### src/rtl/window3x3_linebuf.sv
// window3x3_linebuf: streaming 3x3 neighbourhood generator.
// Two row line buffers plus a 3x3 shift window produce one window per
// accepted interior pixel, one cycle after the pixel is accepted.
module window3x3_linebuf #(
    parameter int PIXEL_W    = 8,
    parameter int IMG_WIDTH  = 256,
    parameter int IMG_HEIGHT = 256,
    parameter int XW         = $clog2(IMG_WIDTH),
    parameter int YW         = $clog2(IMG_HEIGHT)
) (
    input  logic                 clk,
    input  logic                 rst,
    input  logic [PIXEL_W-1:0]   pixel_in,
    input  logic                 valid_in,
    output logic [9*PIXEL_W-1:0] win_out,
    output logic                 win_valid,
    output logic [XW-1:0]        center_x,
    output logic [YW-1:0]        center_y,
    output logic                 frame_done
);

    logic [XW-1:0]      col;
    logic [YW-1:0]      row;
    logic               col_last;
    logic               row_last;
    logic               accept;

    logic [PIXEL_W-1:0] lb0 [IMG_WIDTH];
    logic [PIXEL_W-1:0] lb1 [IMG_WIDTH];
    logic [PIXEL_W-1:0] top_px;
    logic [PIXEL_W-1:0] mid_px;

    logic [PIXEL_W-1:0] win [3][3];

    assign accept   = valid_in && !rst;
    assign col_last = (col == XW'(IMG_WIDTH - 1));
    assign row_last = (row == YW'(IMG_HEIGHT - 1));

    // Old contents at the current column form the upper two rows of the new column vector.
    assign top_px = lb1[col];
    assign mid_px = lb0[col];

    // Raster position of the next pixel to be accepted; wraps per row and per frame.
    always_ff @(posedge clk) begin
        if (rst) begin
            col <= '0;
            row <= '0;
        end else if (valid_in) begin
            if (col_last) begin
                col <= '0;
                if (row_last) begin
                    row <= '0;
                end else begin
                    row <= row + YW'(1);
                end
            end else begin
                col <= col + XW'(1);
            end
        end
    end

    // Line buffers: lb0 holds row r-1, lb1 holds row r-2; contents are left uncleared.
    always_ff @(posedge clk) begin
        if (accept) begin
            lb1[col] <= lb0[col];
            lb0[col] <= pixel_in;
        end
    end

    // Window rows shift left and take the new column vector at the right-hand side.
    always_ff @(posedge clk) begin
        if (rst) begin
            for (int i = 0; i < 3; i++) begin
                for (int j = 0; j < 3; j++) begin
                    win[i][j] <= '0;
                end
            end
        end else if (valid_in) begin
            for (int i = 0; i < 3; i++) begin
                win[i][0] <= win[i][1];
                win[i][1] <= win[i][2];
            end
            win[0][2] <= top_px;
            win[1][2] <= mid_px;
            win[2][2] <= pixel_in;
        end
    end

    // Window flags and centre coordinates; border positions never raise win_valid.
    always_ff @(posedge clk) begin
        if (rst) begin
            win_valid  <= 1'b0;
            frame_done <= 1'b0;
            center_x   <= '0;
            center_y   <= '0;
        end else begin
            win_valid  <= valid_in && (col >= XW'(2)) && (row >= YW'(2));
            frame_done <= valid_in && col_last && row_last;
            if (valid_in) begin
                center_x <= col - XW'(1);
                center_y <= row - YW'(1);
            end
        end
    end

    // Flatten the window so element 3*i+j sits at bits [k*PIXEL_W +: PIXEL_W].
    always_comb begin
        win_out = '0;
        for (int i = 0; i < 3; i++) begin
            for (int j = 0; j < 3; j++) begin
                win_out[(3*i+j)*PIXEL_W +: PIXEL_W] = win[i][j];
            end
        end
    end

endmodule

### config.mk
export PLATFORM = sky130hd
export DESIGN_NAME = window3x3_linebuf
export DESIGN_NICKNAME = d
export VERILOG_FILES = /design/src/rtl/window3x3_linebuf.sv
export SDC_FILE = /design/constraint.sdc
export NUM_CORES = 2
export LEC_CHECK = 0
export ABC_AREA = 0
export BUFFER_PORTS_ARGS = -buffer_cell sky130_fd_sc_hd__buf_2
export CAP_MARGIN = 20
export CORE_MARGIN = 5
export CORE_UTILIZATION = 25
export CTS_CLUSTER_DIAMETER = 60
export DETAILED_ROUTE_END_ITERATION = 10
export MAX_ROUTING_LAYER = met4
export PLACE_DENSITY = 0.4
export SYNTH_ARGS = -nofsm -noshare
export SYNTH_HDL_FRONTEND = slang
export SYNTH_MEMORY_MAX_BITS = 65536
export SYNTH_SLANG_ARGS = --single-unit
### constraint.sdc
create_clock -name clk -period 20.5 [get_ports clk]
set_input_delay 0 -clock clk [delete_from_list [all_inputs] [get_ports clk]]
set_output_delay 0 -clock clk [all_outputs]
set_load 0.02 [all_outputs]
==> run_results.csv <==
group,metric,value,unit
floorplan,die_h,816.3,um
layout,area_delta_synth_final,17.85,%
layout,final_core_util,29.52,%
synthesis,synthCells,7425,
placed_design,place_congestion,0.8416,
global_routing,met1_usage,23.53,%
drt,drt-wirelength-per-cell,33.96,um
drt,vias_per_cell,4.851,
clocking,root_buffer,"clkbuf_16",
floorplan,chipWidth,816.3,um
power_and_ir_drop,leakagePower,57.92,nW
setup_path,critical_path_arrival,8.98,ns
synthesis,ys_seq_elements,4210,
setup_path,critPathTopFamily,"buffers and inverters",
global_routing,grt_max_degree,209,
floorplan,core,648900,um2
timing,setup_violations,0,
power_and_ir_drop,intPower,14.64,mW
power_and_ir_drop,p_switching,4.243,mW
setup_path,crit_end,"lb1[43][4]$_DFFE_PP_",
timing,period_share,40.60,%
synthesis,synth_nets,7444,
power_and_ir_drop,p_seq_share,50.8,%
floorplan,num_rows,296,
layout,num-fill-cells,63090,
synthesis,synth_largest_area_cell,"edfxtp_1",
synthesis,synth_edf_count,4168,
placed_design,dp_cells,16230,
drt,drc,0,
setup_path,max_stage_delay,0.77,ns
floorplan,ios,101,
setup_path,critical_path.cell_chain,"buf_4 -> buf_4 -> buf_4 -> buf_4 -> buf_4 -> mux4_2 -> o22ai_1 -> o31a_1 -> o2bb2ai_1 -> a31oi_1 -> nor2_4 -> buf_4 -> buf_4 -> buf_4",
power_and_ir_drop,combPwrFrac,5.6,%
global_routing,grt.met3_usage,3.033,%
floorplan,start_util,25.05,%
synthesis,syn-cell-area,162500,um2
synthesis,yosysWarnings,0,
setup_path,required,21.16,ns
global_routing,antenna_found_initial,73,
synthesis,yosysTopAreaCellShare,77.00,%
placed_design,dp_hpwl,360600,um
global_routing,grt.overflow.total,0,
timing,finalSetupTns,0,ns
synthesis,synthDistinctLibCells,78,
clocking,cts_tree,"done",
outcome,status,"finished clean",
timing,fin_crit,8.323,ns
drt,wl,581800,um
timing,slew_violations,0,
clocking,clock_latency,1.06,ns
drt,antenna_left,0,
setup_path,reg2reg_depth,14,
power_and_ir_drop,powerDensity,98.59,nW/um2
setup_path,crit_path_start_kind,"flip-flop",
synthesis,seq_area_frac_synth,77.52,%
clocking,cts.clk_slew.worst_paths,0.06,ns
timing,fin_worst_skew,0.1119,ns
flow_run,drv_cap,0,
global_routing,grt-busiest-layer,"met2",
setup_path,path_class,"reg2reg",
layout,final_nets,8088,
placed_design,io_buffers,100,
global_routing,grt_pass1_vias,83720,
clocking,htree_levels,5,
synthesis,synth-main-ff-cell,"edfxtp_1",
setup_path,path_buf_inv,8,
global_routing,grt_pass1_wl,778000,um
setup_path,path_max_fanout,88,
layout,drive_gt1_share,30.08,%
global_routing,grtUsageMet2,27.16,%
timing,fmax,120.2,MHz
drt,dr.pass1.iters,6,
global_routing,grt.total_usage,17.46,%
timing,rsz0062_at_grt,"false",
power_and_ir_drop,p_sw_share,22.47,%
setup_path,cp.depth,14,
clocking,post_cts_buffers,0,
hold_path,whs_path_depth,2,
setup_path,end_kind,"flip-flop",
synthesis,yosys-top-cells-area,"edfxtp_1, mux4_2, mux2i_1",
drt,drtIter0Drc,10000,
timing,slew_headroom,11.15,%
timing,finalHoldViolCount,0,
drt,num_vias,83090,
clocking,cts_sinks,4210,
timing,worstMarginPinSlew,1.323,ns
synthesis,async_flop_share,0,%
clocking,cts_buffers,465,
setup_path,rr_endpoint,"lb1[43][4]$_DFFE_PP_",
clocking,cts_buffer_depth,4,
setup_path,rrSetupSlack,12.18,ns
layout,stdcell_count,17130,
power_and_ir_drop,power_frac_clock,43.6,%
synthesis,syn_area_per_cell,21.89,um2
setup_path,critPathSlowestCell,"buf_4",
floorplan,die-area,666400,um2
power_and_ir_drop,max-vdd-ir-drop,0.07247,mV
setup_path,cpMostUsedCell,"buf_4",
hold_path,worstHoldPathType,"in2reg",
## flip-flops by register name, summed over array words and instances, names as in the netlist, named ones only
name,cells
col,8
row,8
win_valid,1
center_y,8
lb0,2048
win,72
frame_done,1
lb1,2048
center_x,8
## metal layers
layer | up-vias | share of wire, % | wire length [um]
li1 | 32760 | - | -
met3 | 734 | 7.0 | 40450
met4 | 0 | 3.3 | 19450
met2 | 3182 | 47 | 271400
met1 | 46420 | 43 | 250400
met5 | - | 0 | 0
## final cells by class
cell class | count | area [um2] | area share (%)
diodes | 32 | 80.08 | 0.04180
well taps | 8642 | 10810 | 5.645
multi-input cells | 2773 | 35030 | 18.29
flip-flops and latches | 4210 | 126000 | 65.79
clock buffers | 572 | 12140 | 6.340
clock inverters | 281 | 2756 | 1.439
repair buffers | 604 | 4624 | 2.414
inverters | 15 | 77.57 | 0.04050
## worst min-delay path by stage
stage	startpoint	endpoint	slack, ns
floorplan	pixel_in[0]	lb0[0][0]$_DFFE_PP_	0.1
global placement	frame_done$_SDFF_PP0_	frame_done	0.43
detailed placement	frame_done$_SDFF_PP0_	frame_done	0.43
CTS	pixel_in[0]	lb0[7][0]$_DFFE_PP_	0.04
global route	pixel_in[0]	lb0[7][0]$_DFFE_PP_	0.09
finish	pixel_in[0]	lb0[15][0]$_DFFE_PP_	0.11
## worst register-to-register path, cell delays in order, from the launching register on
cell,delay (ns)
dfxtp_4,0.59
buf_4,0.49
buf_4,0.66
buf_4,0.73
buf_4,0.59
buf_4,0.67
mux4_2,0.39
o22ai_1,0.19
o31a_1,0.36
o2bb2ai_1,0.42
a31oi_1,0.30
nor2_4,0.22
buf_4,0.66
buf_4,0.70
buf_4,0.79
## per-stage QoR
step                hold slack (ns)  cell area (um2)  power (mW)  setup slack, ns
global route                0.09330           191500       19.50            11.82
finish                       0.1131           191500       18.89            12.18
global placement             0.4261           176200       10.83            11.64
CTS                         0.04144           191400       19.09            11.43
floorplan                   0.09887           162500       10.44            10.23
detailed placement           0.4296           176400       10.85            11.45
## what timing repair did
action / 4_1_cts / 5_1_grt
resized for setup: 0 / 0
hold buffers: 12 / 0
endpoints found under the hold margin: 1076 / 0
## cells in the final DEF (no fill, tap or decap), drive strengths merged, types with 24 or more instances in the layout
| master | instances |
|---|---|
| o22ai | 88 |
| clkinv | 200 |
| nor3 | 29 |
| mux2i | 258 |
| bufinv | 41 |
| a211oi | 39 |
| buf | 591 |
| a31oi | 28 |
| and2 | 81 |
| o221ai | 79 |
| o21ai | 59 |
| mux4 | 970 |
| edfxtp | 4168 |
| nand3 | 63 |
| nor2 | 356 |
| inv | 31 |
| diode | 32 |
| dfxtp | 42 |
| clkinvlp | 24 |
| mux2 | 53 |
| a21oi | 82 |
| and3 | 24 |
| a22oi | 66 |
| nand2 | 201 |
| clkbuf | 572 |
| a22o | 24 |
## synthesized netlist by cell type (9+ instances only)
master / number
a2111oi_0: 16
o221ai_1: 79
o31ai_1: 16
nand3_1: 63
a22oi_1: 66
a221oi_1: 17
nand2_1: 201
mux2_2: 53
nand4_1: 14
nor2b_1: 20
o22ai_1: 88
o2bb2ai_1: 10
a211oi_1: 39
mux4_1: 26
a31oi_1: 28
o21ai_0: 51
buf_8: 31
xor2_1: 12
nor3_1: 29
buf_6: 54
mux2i_1: 258
mux4_2: 944
dfxtp_1: 42
clkbuf_1: 154
buf_1: 26
nand2b_1: 16
a311oi_1: 10
buf_2: 103
a21oi_1: 82
edfxtp_1: 4168
a22o_1: 24
and3_1: 24
nor2_1: 356
buf_4: 49
xnor2_1: 9
nor4_1: 14
inv_1: 11
and2_1: 79
## kinds of logic (layout without fill, tap and decap cells)
logic type / after synthesis / in the layout / synth area share [%]
compound gates: 608 / 608 / 2.692
mux: 1281 / 1281 / 15.46
flops: 4210 / 4210 / 77.52
xor+xnor: 21 / 21 / 0.1132
fa+ha+maj: 8 / 8 / 0.06158
simple gates: 855 / 855 / 2.396
other cells: 0 / 32 / 0
buf+inv: 442 / 1472 / 1.762
## power by group through the flow
stage               Combinational, mW  Sequential (mW)  Clock [mW]
floorplan                       0.598             9.84           0
global placement                 1.05             9.78           0
detailed placement               1.07             9.78           0
CTS                              1.08             9.60        8.42
global route                     1.11             9.60        8.79
finish                           1.05             9.60        8.24
No activity file was read; power rests on OpenSTA's default activity.
